$ cat src/rtl/sel_acc_reg_if.sv
// Operand/result bundle for the selectable accumulator register.
// There is no valid/ready pair on this bus: the controller raises
// enable for exactly the cycles it wants an operation, and every
// enable-high cycle is an accepted operation whose result is visible
// on q/carry/ovf/ops after the next rising clock edge.
interface sel_acc_reg_if #(
  parameter int WIDTH  = 8,
  parameter int NUM_IN = 2,
  parameter int CNT_W  = 4
);
  localparam int SEL_W = (NUM_IN > 1) ? $clog2(NUM_IN) : 1;

  logic                    enable;
  logic [SEL_W-1:0]        sel;
  logic [1:0]              mode;
  logic [NUM_IN*WIDTH-1:0] d;
  logic [WIDTH-1:0]        q;
  logic                    carry;
  logic                    zero;
  logic                    ovf;
  logic [CNT_W-1:0]        ops;

  // Operand side: drives the operation, observes the result.
  modport master (
    output enable, sel, mode, d,
    input  q, carry, zero, ovf, ops
  );

  // Register side: consumes the operation, produces the result.
  modport slave (
    input  enable, sel, mode, d,
    output q, carry, zero, ovf, ops
  );
endinterface

$ cat src/rtl/sel_acc_reg.sv
// N-channel selectable accumulator register. Each enabled cycle picks
// one input channel and loads it, adds it, subtracts it, or rotates the
// stored word left. Tracks carry/borrow, a sticky overflow flag and a
// saturating count of enabled operations. zero is a pure decode of q.
module sel_acc_reg #(
  parameter int WIDTH  = 8,
  parameter int NUM_IN = 2,
  parameter int CNT_W  = 4
) (
  input  logic          clk,
  input  logic          reset,
  sel_acc_reg_if.slave  bus
);
  localparam logic [1:0] MODE_LOAD = 2'b00;
  localparam logic [1:0] MODE_ADD  = 2'b01;
  localparam logic [1:0] MODE_SUB  = 2'b10;
  localparam logic [1:0] MODE_ROTL = 2'b11;

  logic [WIDTH-1:0] q_q, q_d;
  logic             carry_q, carry_d;
  logic             ovf_q, ovf_d;
  logic [CNT_W-1:0] ops_q, ops_d;

  logic [WIDTH-1:0] x;
  logic [WIDTH:0]   sum;
  logic             borrow;

  // Operand select; an out-of-range select falls back to channel 0.
  always_comb begin
    x = bus.d[WIDTH-1:0];
    for (int k = 1; k < NUM_IN; k++) begin
      if (int'(bus.sel) == k) x = bus.d[k*WIDTH +: WIDTH];
    end
  end

  // Arithmetic helpers shared by the next-state logic.
  always_comb begin
    sum    = {1'b0, q_q} + {1'b0, x};
    borrow = (x > q_q);
  end

  // Next-state: hold unless enabled, then apply the selected mode.
  always_comb begin
    q_d     = q_q;
    carry_d = carry_q;
    ovf_d   = ovf_q;
    ops_d   = ops_q;
    if (bus.enable) begin
      if (ops_q != {CNT_W{1'b1}}) ops_d = ops_q + CNT_W'(1);
      unique case (bus.mode)
        MODE_LOAD: begin
          q_d     = x;
          carry_d = 1'b0;
          ovf_d   = 1'b0;
        end
        MODE_ADD: begin
          q_d     = sum[WIDTH-1:0];
          carry_d = sum[WIDTH];
          ovf_d   = ovf_q | sum[WIDTH];
        end
        MODE_SUB: begin
          q_d     = q_q - x;
          carry_d = borrow;
          ovf_d   = ovf_q | borrow;
        end
        MODE_ROTL: begin
          q_d     = {q_q[WIDTH-2:0], q_q[WIDTH-1]};
          carry_d = q_q[WIDTH-1];
        end
        default: ;
      endcase
    end
  end

  // State register; active-low reset wins over everything else.
  always_ff @(posedge clk) begin
    if (!reset) begin
      q_q     <= '0;
      carry_q <= 1'b0;
      ovf_q   <= 1'b0;
      ops_q   <= '0;
    end else begin
      q_q     <= q_d;
      carry_q <= carry_d;
      ovf_q   <= ovf_d;
      ops_q   <= ops_d;
    end
  end

  assign bus.q     = q_q;
  assign bus.carry = carry_q;
  assign bus.ovf   = ovf_q;
  assign bus.ops   = ops_q;
  assign bus.zero  = (q_q == '0);
endmodule

$ cat src/flat_wrapper.sv
// flat-port wrapper written by rule: the top's interface ports become plain ports
module sel_acc_reg_flat 
#(
  parameter int WIDTH  = 8,
  parameter int NUM_IN = 2,
  parameter int CNT_W  = 4
)
  (clk, reset, bus_enable, bus_sel, bus_mode, bus_d, bus_q, bus_carry, bus_zero, bus_ovf, bus_ops);
  sel_acc_reg_if #(.WIDTH(WIDTH), .NUM_IN(NUM_IN), .CNT_W(CNT_W)) bus_i ();
  input  logic clk;
  input  logic reset;
  input wire logic [$bits(bus_i.enable)-1:0] bus_enable;
  input wire logic [$bits(bus_i.sel)-1:0] bus_sel;
  input wire logic [$bits(bus_i.mode)-1:0] bus_mode;
  input wire logic [$bits(bus_i.d)-1:0] bus_d;
  output wire logic [$bits(bus_i.q)-1:0] bus_q;
  output wire logic [$bits(bus_i.carry)-1:0] bus_carry;
  output wire logic [$bits(bus_i.zero)-1:0] bus_zero;
  output wire logic [$bits(bus_i.ovf)-1:0] bus_ovf;
  output wire logic [$bits(bus_i.ops)-1:0] bus_ops;
  assign bus_i.enable = bus_enable;
  assign bus_i.sel = bus_sel;
  assign bus_i.mode = bus_mode;
  assign bus_i.d = bus_d;
  assign bus_q = bus_i.q;
  assign bus_carry = bus_i.carry;
  assign bus_zero = bus_i.zero;
  assign bus_ovf = bus_i.ovf;
  assign bus_ops = bus_i.ops;
  sel_acc_reg #(.WIDTH(WIDTH), .NUM_IN(NUM_IN), .CNT_W(CNT_W)) u_core (.clk(clk), .reset(reset), .bus(bus_i));
endmodule
$ cat config.mk
export PLATFORM = sky130hd
export DESIGN_NAME = sel_acc_reg_flat
export DESIGN_NICKNAME = d
export VERILOG_FILES = /design/src/rtl/sel_acc_reg_if.sv /design/src/rtl/sel_acc_reg.sv /design/src/flat_wrapper.sv
export SDC_FILE = /design/constraint.sdc
export NUM_CORES = 1
export LEC_CHECK = 0
export CAP_MARGIN = 25
export CORE_MARGIN = 2
export CORE_UTILIZATION = 45
export CTS_CLUSTER_SIZE = 16
export DETAILED_ROUTE_END_ITERATION = 10
export PLACE_DENSITY_LB_ADDON = 0.12
export SYNTH_ARGS = -nofsm -noshare
export SYNTH_HDL_FRONTEND = slang
export SYNTH_SLANG_ARGS = --single-unit
$ cat constraint.sdc
create_clock -name clk -period 3.4 [get_ports clk]
set_input_delay 0.51 -clock clk [delete_from_list [all_inputs] [get_ports clk]]
set_output_delay 0.51 -clock clk [all_outputs]
set_load 0.005 [all_outputs]
==> results_dict.tcl <==
set metrics [dict create \
    finalCriticalPeriod_ps 3050 \
    hpwl_um 3140 \
    cp-startpoint "bus_sel" \
    grt_antenna_before_repair 0 \
    cts_resized 0 \
    grt_pass1_wl_um 6950 \
    ys_seq_area_share_pct 17.1 \
    cts_tree "built" \
    synth_area_leaders "ha_1 (19%), dfxtp_1 (17%), a21oi_1 (5.8%)" \
    syn_avg_cell_area_um2 7.79 \
    finalSetupViolCount 0 \
    die-height_um 64.4 \
    drtPass1Iterations 4 \
    maxSlewViolCount 0 \
    finalHoldViolCount 0 \
    die_area_um2 4150 \
    hold_path.class "reg2reg" \
    ys_async_sr_fraction_pct 0 \
    arrival_ps 3180 \
    drt-vias-per-instance 5.66 \
    outcome "finished clean" \
    yosys_warnings 0 \
    start_kind "primary input" \
    die_w_um 64.4 \
    critical_path.max_fanout 4 \
    netlist_area_um2 1640 \
    io_pins 37 \
    postCtsSetupBuffers 0 \
    max-clock-path-buffers 2 \
    synthFlopType "dfxtp_1" \
    area_growth_pct 23.9 \
    rsz0062_at_grt "no" \
    clkLatencyLatePin_ps 280 \
    max_freq_ghz 0.328 \
    drtIter0Drc 114 \
    fin_area_um2 2040 \
    synth_top_cell_by_area "ha_1" \
    setup_tns_ps 0 \
    cts-root-buf "clkbuf_4" \
    drtAntennaViolNets 0 \
    layout.nets 293 \
    grt_max_degree 18 \
    routed_wl_um 4110 \
    holdBufCountCts 0 \
    reg2regPathDepth 9 \
    period_share_pct 89.6 \
    path_class "in2reg" \
    ir_drop_mv 0.117 \
    synth_cells 211 \
    cp-end-kind "flop" \
    cts_sinks 14 \
    num_vias 1630 \
    relSlewSlack_pct 58.2 \
    skew_ps 1.96 \
    diodes 0 \
    synth_edf_count 0 \
    rr_endpoint "u_core.bus.ovf" \
    synthesis.nets 260 \
    grt_overflow 0 \
    hold_ws_ps 502 \
    start_util_pct 48.1 \
    synth_cell_type_count 48 \
    critPathRequiredTime_ps 3530 \
    grt_pass1_vias 1529 \
    path_clk_slew_ps 80 \
    rows 21 \
    r2r_slack_ps 1000 \
    power_density_nw_per_um2 281 \
    synth-seq-cells 14 \
    synth_top_area_share_pct 19.0 \
    h-tree-depth 1 \
    dpl_cell_area_um2 2010 \
    drc_errors 0 \
    p_leak_nw 0.898 \
    tightest_slew_ps 627 \
    avgRoutedWirePerCell_um 14.3 \
    grt_util_all_layers_pct 20.6 \
    port_buffers 36 \
    core_area_um2 3420 \
    drive_above_1_share_pct 5.37 \
    drv_cap 0 \
    gp_congestion 0.859 \
    rr_startpoint "u_core.bus.q[0]" \
    cts_buffers 3 \
    cp-endpoint "u_core.bus.carry" \
]
worst min-delay path by stage:
stage	from	endpoint	slack, ps	cells past startpoint
detailed placement	u_core.bus.ops[1]	u_core.bus.ops[1]	490	2
floorplan	u_core.bus.ovf	u_core.bus.ovf	480	2
CTS	u_core.bus.ops[1]	u_core.bus.ops[1]	510	2
global placement	u_core.bus.ovf	u_core.bus.ovf	480	2
global route	u_core.bus.ops[1]	u_core.bus.ops[1]	540	2
finish	u_core.bus.ops[1]	u_core.bus.ops[1]	500	2
cells in the final DEF, fill, tap and decap left out, types with 2 or more instances in the layout:
| master | n |
|---|---|
| a211oi_1 | 3 |
| a21oi_1 | 19 |
| a221o_1 | 2 |
| a221oi_1 | 2 |
| a311oi_1 | 2 |
| a32o_1 | 2 |
| buf_4 | 3 |
| clkbuf_4 | 3 |
| clkdlybuf4s50_1 | 36 |
| dfxtp_1 | 14 |
| fa_1 | 2 |
| ha_1 | 25 |
| inv_1 | 19 |
| mux2_2 | 3 |
| mux2i_1 | 7 |
| nand2_1 | 22 |
| nand2b_1 | 4 |
| nand3_1 | 7 |
| nor2_1 | 17 |
| nor2b_1 | 4 |
| nor3_1 | 3 |
| o211ai_1 | 2 |
| o21ai_0 | 10 |
| o21ai_1 | 3 |
| o31ai_1 | 2 |
| or4_1 | 2 |
| xnor2_1 | 3 |
| xor2_1 | 3 |
layout make-up:
cell class | instances | area [µm²]
fillers | 327 | 1380
multi-input cells | 166 | 1220
repair buffers | 39 | 383
flip-flops and latches | 14 | 280
inverters | 20 | 75.1
well taps | 46 | 57.6
clock buffers | 3 | 22.5
cells in the mapped netlist, types with 3 or more instances:
master and n:
o21ai_0 10, xnor2_1 3, nand3_1 7, nor3_1 3, nand2_1 22, a21oi_1 19
xor2_1 3, clkbuf_1 5, inv_1 19, dfxtp_1 14, mux2i_1 7, o21ai_1 3
mux2_2 3, nor2b_1 4, a211oi_1 3, nor2_1 17, ha_1 25, nand2b_1 4
logic make-up (layout without fill, tap and decap cells):
| logic type | count (synthesis) | after routing | share of synthesized area (%) |
|---|---|---|---|
| DFF | 14 | 14 | 17.1 |
| and+or+nand+nor | 62 | 62 | 17.3 |
| AOI/OAI and AO/OA | 61 | 61 | 25.8 |
| xor gates and xnor gates | 6 | 6 | 3.20 |
| buffers and inverters | 31 | 62 | 8.83 |
| muxes | 10 | 10 | 6.32 |
| adders and majority gates | 27 | 27 | 21.5 |
per-stage QoR:
step | power [W] | setup slack (ps) | util (%) | instances
after global placement | 0.000478 | 44.0 | 58.9 | 285
after CTS | 0.000571 | 344 | 59.6 | 288
after floorplan | 0.000382 | 677 | - | 211
after detailed placement | 0.000478 | 57.1 | 58.9 | 285
final | 0.000571 | 352 | 59.6 | 288
after global routing | 0.000617 | 40.3 | 59.6 | 288
worst max-delay path, cell delays in order:
cell and delay, ps:
clkdlybuf4s50_1 560, mux2_2 400, ha_1 210, fa_1 410
nor2b_1 150, o21ai_0 260, o31ai_1 160, a221o_1 340
nand2_1 80, a41oi_1 110
state kept, by name, summed over array words and instances (netlist names):
name,cells
u_core.bus.carry,1
u_core.bus.ovf,1
u_core.bus.q,8
u_core.bus.ops,4
report_power, final:
part,switching [W],internal [W],leakage [nW],total [W]
clock,0.0000523,0.0000411,0.0138,0.0000935
combinational,0.000140,0.000142,0.769,0.000282
sequential,0.0000198,0.000176,0.115,0.000196
total,0.000212,0.000359,0.898,0.000571
per-layer routing:
metal | track usage, % | routed length (µm)
met5 | 0 | 0
met3 | 3.30 | 277
met2 | 35.4 | 1940
met4 | 4.52 | 20
met1 | 27.2 | 1870
No activity file was read; power rests on OpenSTA's default activity.
